$ cat src/rtl/regfile_wb_arbiter_if.sv
// Write-back bus bundle for the register-file arbiter: three write-back sources,
// the register-file write port, destination reservation and hazard query.
interface regfile_wb_arbiter_if #(
    parameter int unsigned DATA_W = 32
);
    localparam int unsigned AW    = 5;
    localparam int unsigned REG_N = 32;

    logic              alu_wb_valid;
    logic [AW-1:0]     alu_wb_addr;
    logic [DATA_W-1:0] alu_wb_data;

    logic              lsu_wb_valid;
    logic              lsu_wb_ready;
    logic [AW-1:0]     lsu_wb_addr;
    logic [DATA_W-1:0] lsu_wb_data;

    logic              mdu_wb_valid;
    logic              mdu_wb_ready;
    logic [AW-1:0]     mdu_wb_addr;
    logic [DATA_W-1:0] mdu_wb_data;

    logic              write_ce;
    logic [AW-1:0]     write_addr;
    logic [DATA_W-1:0] write_data;

    logic              issue_valid;
    logic [AW-1:0]     issue_rd;
    logic [REG_N-1:0]  busy;

    logic [AW-1:0]     rs1_addr;
    logic [AW-1:0]     rs2_addr;
    logic              rs1_busy;
    logic              rs2_busy;

    // Pipeline side: drives write-backs, issue and queries.
    modport master (
        output alu_wb_valid, alu_wb_addr, alu_wb_data,
        output lsu_wb_valid, lsu_wb_addr, lsu_wb_data,
        input  lsu_wb_ready,
        output mdu_wb_valid, mdu_wb_addr, mdu_wb_data,
        input  mdu_wb_ready,
        input  write_ce, write_addr, write_data,
        output issue_valid, issue_rd,
        input  busy,
        output rs1_addr, rs2_addr,
        input  rs1_busy, rs2_busy
    );

    // Arbiter side.
    modport slave (
        input  alu_wb_valid, alu_wb_addr, alu_wb_data,
        input  lsu_wb_valid, lsu_wb_addr, lsu_wb_data,
        output lsu_wb_ready,
        input  mdu_wb_valid, mdu_wb_addr, mdu_wb_data,
        output mdu_wb_ready,
        output write_ce, write_addr, write_data,
        input  issue_valid, issue_rd,
        output busy,
        input  rs1_addr, rs2_addr,
        output rs1_busy, rs2_busy
    );
endinterface

$ cat src/rtl/regfile_wb_arbiter.sv
// Register-file write-back arbiter: ALU has absolute priority, LSU/MDU share
// the port round-robin; also keeps the per-register pending-write scoreboard.
module regfile_wb_arbiter #(
    parameter int unsigned DATA_W = 32
) (
    input  logic                 clk,
    input  logic                 rst_n,
    regfile_wb_arbiter_if.slave  bus
);
    localparam int unsigned AW    = 5;
    localparam int unsigned REG_N = 32;

    typedef enum logic {
        SRC_LSU = 1'b0,
        SRC_MDU = 1'b1
    } src_e;

    src_e              r_last_grant;
    logic              r_write_ce;
    logic [AW-1:0]     r_write_addr;
    logic [DATA_W-1:0] r_write_data;
    logic [REG_N-1:0]  r_busy;

    logic              w_lsu_sel;
    logic              w_mdu_sel;
    logic              w_grant;
    logic [AW-1:0]     w_grant_addr;
    logic [DATA_W-1:0] w_grant_data;
    logic              w_grant_wr;
    src_e              w_last_grant_nxt;
    logic [REG_N-1:0]  w_busy_nxt;

    // LSU/MDU selection: only with ALU idle; a tie goes to the source not granted last.
    always_comb begin
        w_lsu_sel = 1'b0;
        w_mdu_sel = 1'b0;
        if (rst_n && !bus.alu_wb_valid) begin
            if (bus.lsu_wb_valid && bus.mdu_wb_valid) begin
                w_lsu_sel = (r_last_grant == SRC_MDU);
                w_mdu_sel = (r_last_grant == SRC_LSU);
            end else begin
                w_lsu_sel = bus.lsu_wb_valid;
                w_mdu_sel = bus.mdu_wb_valid;
            end
        end
    end

    assign bus.lsu_wb_ready = w_lsu_sel;
    assign bus.mdu_wb_ready = w_mdu_sel;

    // Winning write of this cycle and the resulting round-robin pointer.
    always_comb begin
        w_grant          = 1'b0;
        w_grant_addr     = '0;
        w_grant_data     = '0;
        w_last_grant_nxt = r_last_grant;
        if (bus.alu_wb_valid) begin
            w_grant      = 1'b1;
            w_grant_addr = bus.alu_wb_addr;
            w_grant_data = bus.alu_wb_data;
        end else if (w_lsu_sel) begin
            w_grant          = 1'b1;
            w_grant_addr     = bus.lsu_wb_addr;
            w_grant_data     = bus.lsu_wb_data;
            w_last_grant_nxt = SRC_LSU;
        end else if (w_mdu_sel) begin
            w_grant          = 1'b1;
            w_grant_addr     = bus.mdu_wb_addr;
            w_grant_data     = bus.mdu_wb_data;
            w_last_grant_nxt = SRC_MDU;
        end
    end

    // Writes to x0 still complete the handshake but never reach the file.
    assign w_grant_wr = w_grant && (w_grant_addr != AW'(0));

    // Scoreboard update: clear on grant, then set on issue so a collision stays busy.
    always_comb begin
        w_busy_nxt = r_busy;
        if (w_grant) begin
            w_busy_nxt[w_grant_addr] = 1'b0;
        end
        if (bus.issue_valid) begin
            w_busy_nxt[bus.issue_rd] = 1'b1;
        end
        w_busy_nxt[0] = 1'b0;
    end

    always_ff @(posedge clk or negedge rst_n) begin
        if (!rst_n) begin
            r_last_grant <= SRC_MDU;
            r_write_ce   <= 1'b0;
            r_write_addr <= '0;
            r_write_data <= '0;
            r_busy       <= '0;
        end else begin
            r_last_grant <= w_last_grant_nxt;
            r_write_ce   <= w_grant_wr;
            if (w_grant_wr) begin
                r_write_addr <= w_grant_addr;
                r_write_data <= w_grant_data;
            end
            r_busy <= w_busy_nxt;
        end
    end

    assign bus.write_ce   = r_write_ce;
    assign bus.write_addr = r_write_addr;
    assign bus.write_data = r_write_data;
    assign bus.busy       = r_busy;
    assign bus.rs1_busy   = r_busy[bus.rs1_addr];
    assign bus.rs2_busy   = r_busy[bus.rs2_addr];

endmodule

$ cat src/flat_wrapper.sv
// flat-port wrapper written by rule: the top's interface ports become plain ports
module regfile_wb_arbiter_flat 
#(
    parameter int unsigned DATA_W = 32
)
  (clk, rst_n, bus_alu_wb_valid, bus_alu_wb_addr, bus_alu_wb_data, bus_lsu_wb_valid, bus_lsu_wb_addr, bus_lsu_wb_data, bus_lsu_wb_ready, bus_mdu_wb_valid, bus_mdu_wb_addr, bus_mdu_wb_data, bus_mdu_wb_ready, bus_write_ce, bus_write_addr, bus_write_data, bus_issue_valid, bus_issue_rd, bus_busy, bus_rs1_addr, bus_rs2_addr, bus_rs1_busy, bus_rs2_busy);
  regfile_wb_arbiter_if #(.DATA_W(DATA_W)) bus_i ();
  input  logic clk;
  input  logic rst_n;
  input wire logic [$bits(bus_i.alu_wb_valid)-1:0] bus_alu_wb_valid;
  input wire logic [$bits(bus_i.alu_wb_addr)-1:0] bus_alu_wb_addr;
  input wire logic [$bits(bus_i.alu_wb_data)-1:0] bus_alu_wb_data;
  input wire logic [$bits(bus_i.lsu_wb_valid)-1:0] bus_lsu_wb_valid;
  input wire logic [$bits(bus_i.lsu_wb_addr)-1:0] bus_lsu_wb_addr;
  input wire logic [$bits(bus_i.lsu_wb_data)-1:0] bus_lsu_wb_data;
  output wire logic [$bits(bus_i.lsu_wb_ready)-1:0] bus_lsu_wb_ready;
  input wire logic [$bits(bus_i.mdu_wb_valid)-1:0] bus_mdu_wb_valid;
  input wire logic [$bits(bus_i.mdu_wb_addr)-1:0] bus_mdu_wb_addr;
  input wire logic [$bits(bus_i.mdu_wb_data)-1:0] bus_mdu_wb_data;
  output wire logic [$bits(bus_i.mdu_wb_ready)-1:0] bus_mdu_wb_ready;
  output wire logic [$bits(bus_i.write_ce)-1:0] bus_write_ce;
  output wire logic [$bits(bus_i.write_addr)-1:0] bus_write_addr;
  output wire logic [$bits(bus_i.write_data)-1:0] bus_write_data;
  input wire logic [$bits(bus_i.issue_valid)-1:0] bus_issue_valid;
  input wire logic [$bits(bus_i.issue_rd)-1:0] bus_issue_rd;
  output wire logic [$bits(bus_i.busy)-1:0] bus_busy;
  input wire logic [$bits(bus_i.rs1_addr)-1:0] bus_rs1_addr;
  input wire logic [$bits(bus_i.rs2_addr)-1:0] bus_rs2_addr;
  output wire logic [$bits(bus_i.rs1_busy)-1:0] bus_rs1_busy;
  output wire logic [$bits(bus_i.rs2_busy)-1:0] bus_rs2_busy;
  assign bus_i.alu_wb_valid = bus_alu_wb_valid;
  assign bus_i.alu_wb_addr = bus_alu_wb_addr;
  assign bus_i.alu_wb_data = bus_alu_wb_data;
  assign bus_i.lsu_wb_valid = bus_lsu_wb_valid;
  assign bus_i.lsu_wb_addr = bus_lsu_wb_addr;
  assign bus_i.lsu_wb_data = bus_lsu_wb_data;
  assign bus_lsu_wb_ready = bus_i.lsu_wb_ready;
  assign bus_i.mdu_wb_valid = bus_mdu_wb_valid;
  assign bus_i.mdu_wb_addr = bus_mdu_wb_addr;
  assign bus_i.mdu_wb_data = bus_mdu_wb_data;
  assign bus_mdu_wb_ready = bus_i.mdu_wb_ready;
  assign bus_write_ce = bus_i.write_ce;
  assign bus_write_addr = bus_i.write_addr;
  assign bus_write_data = bus_i.write_data;
  assign bus_i.issue_valid = bus_issue_valid;
  assign bus_i.issue_rd = bus_issue_rd;
  assign bus_busy = bus_i.busy;
  assign bus_i.rs1_addr = bus_rs1_addr;
  assign bus_i.rs2_addr = bus_rs2_addr;
  assign bus_rs1_busy = bus_i.rs1_busy;
  assign bus_rs2_busy = bus_i.rs2_busy;
  regfile_wb_arbiter #(.DATA_W(DATA_W)) u_core (.clk(clk), .rst_n(rst_n), .bus(bus_i));
endmodule
$ cat config.mk
export PLATFORM = sky130hd
export DESIGN_NAME = regfile_wb_arbiter_flat
export DESIGN_NICKNAME = d
export VERILOG_FILES = /design/src/rtl/regfile_wb_arbiter_if.sv /design/src/rtl/regfile_wb_arbiter.sv /design/src/flat_wrapper.sv
export SDC_FILE = /design/constraint.sdc
export NUM_CORES = 1
export LEC_CHECK = 0
export ABC_CLOCK_PERIOD_IN_PS = 2490
export CELL_PAD_IN_SITES_DETAIL_PLACEMENT = 2
export CELL_PAD_IN_SITES_GLOBAL_PLACEMENT = 2
export CORE_ASPECT_RATIO = 0.8
export CORE_UTILIZATION = 23
export DETAILED_ROUTE_END_ITERATION = 8
export GPL_TIMING_DRIVEN = 0
export PLACE_DENSITY = 0.81
export SLEW_MARGIN = 25
export SYNTH_ARGS = -nofsm -noshare
export SYNTH_HDL_FRONTEND = slang
export SYNTH_SLANG_ARGS = --single-unit
$ cat constraint.sdc
create_clock -name clk -period 2.49 [get_ports clk]
set_input_delay 0.249 -clock clk [delete_from_list [all_inputs] [get_ports clk]]
set_output_delay 0.249 -clock clk [all_outputs]
set_load 0.02 [all_outputs]
# After elaboration in Yosys (flattened, before gate mapping)
# Index checks and enable logic that the tools add are counted.
# classes
bitwise,5
n_mux,25
reduce_logical,9
magnitude_cmp,6
# op_table
cell,n
$mux 32,5
$and 32x32->32,1
$not 32->32,1
$or 32x32->32,1
$lt 5x6->1 const B,4
$mux 5,3
$mux 1,13
$bmux 1 s5,2
$demux 1 s5,2
$ge 5x1->1 const B,2
$logic_and 1x1->1,5
$reduce_bool 5->1,1
$not 1->1,2
$reduce_and 2->1,1
$reduce_bool 2->1,1
$logic_not 1->1,1
# word_totals
input_bits,132
elab_cells,50
ff_bits,70
output_inout_bits,74

# Logic depth before layout (Yosys ltp)
# logic_depth
ltp_word,15
depth_mapped,9
ltp_nobuf,6

# Least setup slack after synthesis
# OpenSTA, ideal clock, no wires.
# synth_path
path_kind,input -> output
from,input port bus_rs1_addr[0]
to,output port bus_rs1_busy
t_arrival_ns,1.990
stages,4
path_slack_ns,0.251
path_buffers,1
cell_sequence,clkbuf_1 mux4_2 mux4_2 mux2_2
# synth_via
elab_chain_len,2
# synth_rtl
element,line,source
start: declaration,flat_wrapper.sv:27,input wire logic [$bits(bus_i.rs1_addr)-1:0] bus_rs1_addr;
$bmux 1 s5,regfile_wb_arbiter.sv:111,assign bus.rs1_busy = r_busy[bus.rs1_addr];
$mux 1 (not written as such),regfile_wb_arbiter.sv:111,
end: declaration,flat_wrapper.sv:29,output wire logic [$bits(bus_i.rs1_busy)-1:0] bus_rs1_busy;
# Every way passes these cells. The select of a mux whose other input is x is not followed.

# Worst setup path after layout
# layout_path
from,register u_core.r_last_grant
to,"register u_core.r_write_data[2], in the netlist u_core.bus.write_data[2]"
# layout_via
elab_chain_len,8
# layout_rtl
element,line,source
start: declaration,regfile_wb_arbiter.sv:18,src_e r_last_grant;
start signal: assignment,regfile_wb_arbiter.sv:97,r_last_grant <= w_last_grant_nxt;
$not 1->1,regfile_wb_arbiter.sv:40,w_mdu_sel = (r_last_grant == SRC_LSU);
$mux 1,regfile_wb_arbiter.sv:38,if (bus.lsu_wb_valid && bus.mdu_wb_valid) begin
$mux 1,regfile_wb_arbiter.sv:37,if (rst_n && !bus.alu_wb_valid) begin
$mux 5,regfile_wb_arbiter.sv:66,end else if (w_mdu_sel) begin
$mux 5,regfile_wb_arbiter.sv:61,end else if (w_lsu_sel) begin
$mux 5,regfile_wb_arbiter.sv:57,if (bus.alu_wb_valid) begin
$reduce_bool 5->1,regfile_wb_arbiter.sv:75,assign w_grant_wr = w_grant && (w_grant_addr != AW'(0));
$logic_and 1x1->1,regfile_wb_arbiter.sv:75,
end signal: assignment,regfile_wb_arbiter.sv:101,r_write_data <= w_grant_data;
end: declaration,regfile_wb_arbiter.sv:21,logic [DATA_W-1:0] r_write_data;
# Parallel ways exist; a longest one is shown, timed or not.
# A chain may end at the register's enable or synchronous reset.

==> results.md <==
* Non-filler instance count after layout at 809
* Via density at 5.33
* Sw Ratio at 0.332
* Mean post-synth cell area at 10.7 um^2
* Number of global-route vias before repair at 4,907
* Maximum VDD drop at 315 uV
* Worst Tran Pin Value at 0.869 ns
* Req. time, crit path at 2.72 ns
* Clock slew at reported path FFs at 0.06 ns
* Final RePlAce weighted congestion at 0.826
* Worst Hold Class: in2reg
* DR pass1 iterations at 8
* Share of cells above drive strength 1 at 0.167
* Most numerous cell on the critical path: buf_6
* Max Root-Sink Buffers at 2
* Final clock skew at 0.0100 ns
* Setup slack after layout at 0.00868 ns
* Die area at 17,200 um^2
* Multiplexer share of the synthesized area at 0.131
* Core area at 16,000 um^2
* Adder-Cell Fraction of Synth Area at 0
* Register area share after synthesis at 0.458
* Startpoint class of the critical path: flip-flop
* Post-synth top flop: dfrtp_1
* EDFF count, synth at 0
* Post-synth top area cell: dfrtp_1
* Worst R2R Path Depth at 9
* First-pass GRT wire length at 28,400 um
* Initial antenna violation count at 0
* Largest net degree at the start of global routing at 40
* Post-detail-place hpwl at 13,600 um
* Pint at 0.00331 W
* Largest family of logic cells by synthesized area: compound AO/OA/AOI/OAI gates
* Synth Area in Simple Gates at 0.102
* CTS H-tree lvls at 3
* Nets at 722
* Comb pwr share at 0.377
* Yosys top cell area share at 0.451
* Status: finished clean
* Final-report max-slew violation count at 0
* Final setup fails at 0
* Slowest CP cell: a222oi_1
* Period utilization at 0.997
* P_sw at 0.00164 W
* Fin util at 0.423
* DRC Markers at 0
* Synthesized cell area at 3820 um^2
* Bufs and invs on worst path at 3
* Count leader, synth: dfrtp_1
* Warnings from Yosys at 0
* Largest stage delay, worst path at 0.48 ns
* IO Pins at 206
* Setup CP Type: reg2reg
* Yosys reg bits at 70
* Share of total power in sequential cells at 0.322
* Vias at 4,316
* N_diodes at 0
* Antenna-violating nets left at 0
* CTS root buffer: clkbuf_16
* Final Hold Fails at 0
* Hold Path Stages at 2
* Die width at 146 um
* Area of the multi-input gates at 1980 um^2
* RSZ-0062 raised after global routing: true
* Ys async rst share at 1.00
* Total CTS buffers at 9
* Worst-skew pair later-pin latency at 0.35 ns
* WP data arrival at 2.71 ns
* Synth Area in Compound Gates at 0.263
* Power Density at 731 nW/um^2
* Worst setup EP type: flip-flop
* Clock sink count at 70
* Synth Instances at 357
* Routed WL per cell at 22.7 um
* Crit-path cells: nand2b_4, and3_1, buf_6, a222oi_1, nand2_1, buf_6, or2_1, buf_6, mux2_4
* Clock share of power at 0.301
* Initial DRC count at 240
* Grt ovf at 0
* Largest cells by area after synthesis: dfrtp_1 (45%), mux4_2 (11%), a222oi_1 (8.1%)
* Max-Cap Viols at 0
* P_leak at 2.59 nW
* Final min period at 2.48 ns
* Cell depth of the worst setup path at 9
* Worst relative slew slack at 0.421
* Highest fanout seen on the critical path at 8
* Filler cells at 1,707
* Syn nets at 489
* WHS at 0.309 ns
* Die Ht at 117 um
* # rows at 41
* Library cells used by synthesis at 43
* Initial Util at 0.239
* Top Family by Delay on Critical Path: simple AND/OR/NAND/NOR gates
* Number of port buffers at 197
* Syn-to-layout area delta at 77.0%
* Global Route Usage Sum at 0.215
* CTS tree: yes
* Register area at 1760 um^2
* Post-Synth XOR/XNOR Area at 0
* Setup WS pre-CTS at -0.888 ns
* Most instantiated cells after synthesis: dfrtp_1 (69), o21ai_0 (37), a21oi_1 (35)
* WL final at 18,300 um
* Placed insts at 770
* Max Freq at 403 MHz
==> power groups by stage <==
stage,Sequential [W],Combinational (W),Clock [W]
after floorplan,0.00181,0.000557,0
after global placement,0.00158,0.00168,0
after detailed placement,0.00162,0.00175,0
after CTS,0.00159,0.00184,0.00152
after global routing,0.00162,0.00197,0.00156
final,0.00159,0.00187,0.00149
==> state kept, by name (all words and copies together) (netlist names) <==
name and count:
u_core.r_last_grant 1, u_core.bus.write_data 32, u_core.bus.write_ce 1, u_core.bus.busy 31
u_core.bus.write_addr 5
==> worst paths after layout <==
check                                    startpoint                       end  slack (ns)
max in group asynchronous                     rst_n       u_core.bus.busy[15]        1.61
max                             u_core.r_last_grant  u_core.bus.write_data[2]       0.009
max reg2reg                     u_core.r_last_grant  u_core.bus.write_data[2]       0.009
min in group asynchronous                     rst_n       u_core.bus.busy[18]        0.53
min reg2reg                u_core.bus.write_data[2]  u_core.bus.write_data[2]        0.53
min                                bus_lsu_wb_valid       u_core.r_last_grant        0.31
==> per-layer routing <==
metal	global-route usage	routed length [um]	up-vias
met1	0.252	7310	2211
met4	0.0645	393	0
met5	0	0	-
met3	0.0518	1230	25
met2	0.384	9390	170
li1	-	-	1910
==> area by class of cell <==
class,count,area share
plain buffers,32,0.0270
repair buffers,222,0.329
multi-input cells,250,0.292
flip-flops and latches,70,0.259
clock inverters,6,0.0165
inverters,5,0.00277
well taps,215,0.0397
clock buffers,9,0.0333
==> cells in the final DEF (no fill, tap or decap), types with 7 or more instances in the layout <==
master	count
a21oi_1	29
a222oi_1	31
buf_4	19
clkbuf_1	18
clkbuf_16	9
clkdlybuf4s50_1	190
dfrtp_1	67
mux4_2	18
nand2_1	9
nand3_1	7
nor3_1	28
o21ai_0	37
o21ai_1	31
==> through the flow <==
step,power [W],TNS [ns],area (um^2)
detailed placement,0.00336,-45.99,6080
floorplan,0.00237,0,3820
global placement,0.00327,-315.06,6070
CTS,0.00495,0,6630
global route,0.00515,-4.16,6770
finish,0.00495,0,6770
==> cell families (layout without fill, tap and decap cells) <==
kind of cell           count (synthesis)  after routing
and+or+nand+nor                       71             71
other                                  1              1
DFF                                   70             70
muxes                                 26             26
buffers and inverters                 37            274
AOI/OAI and AO/OA                    152            152
==> repair_timing <==
action / CTS / global route
setup buffers: 9 / 10
setup endpoints to repair: 72 / 52
pin swaps: 2 / 5
endpoints found under the hold margin: 39 / 0
hold buffers: 5 / 0
gates resized for setup: 32 / 18
Note: power is estimated with default switching activity, not from simulation.
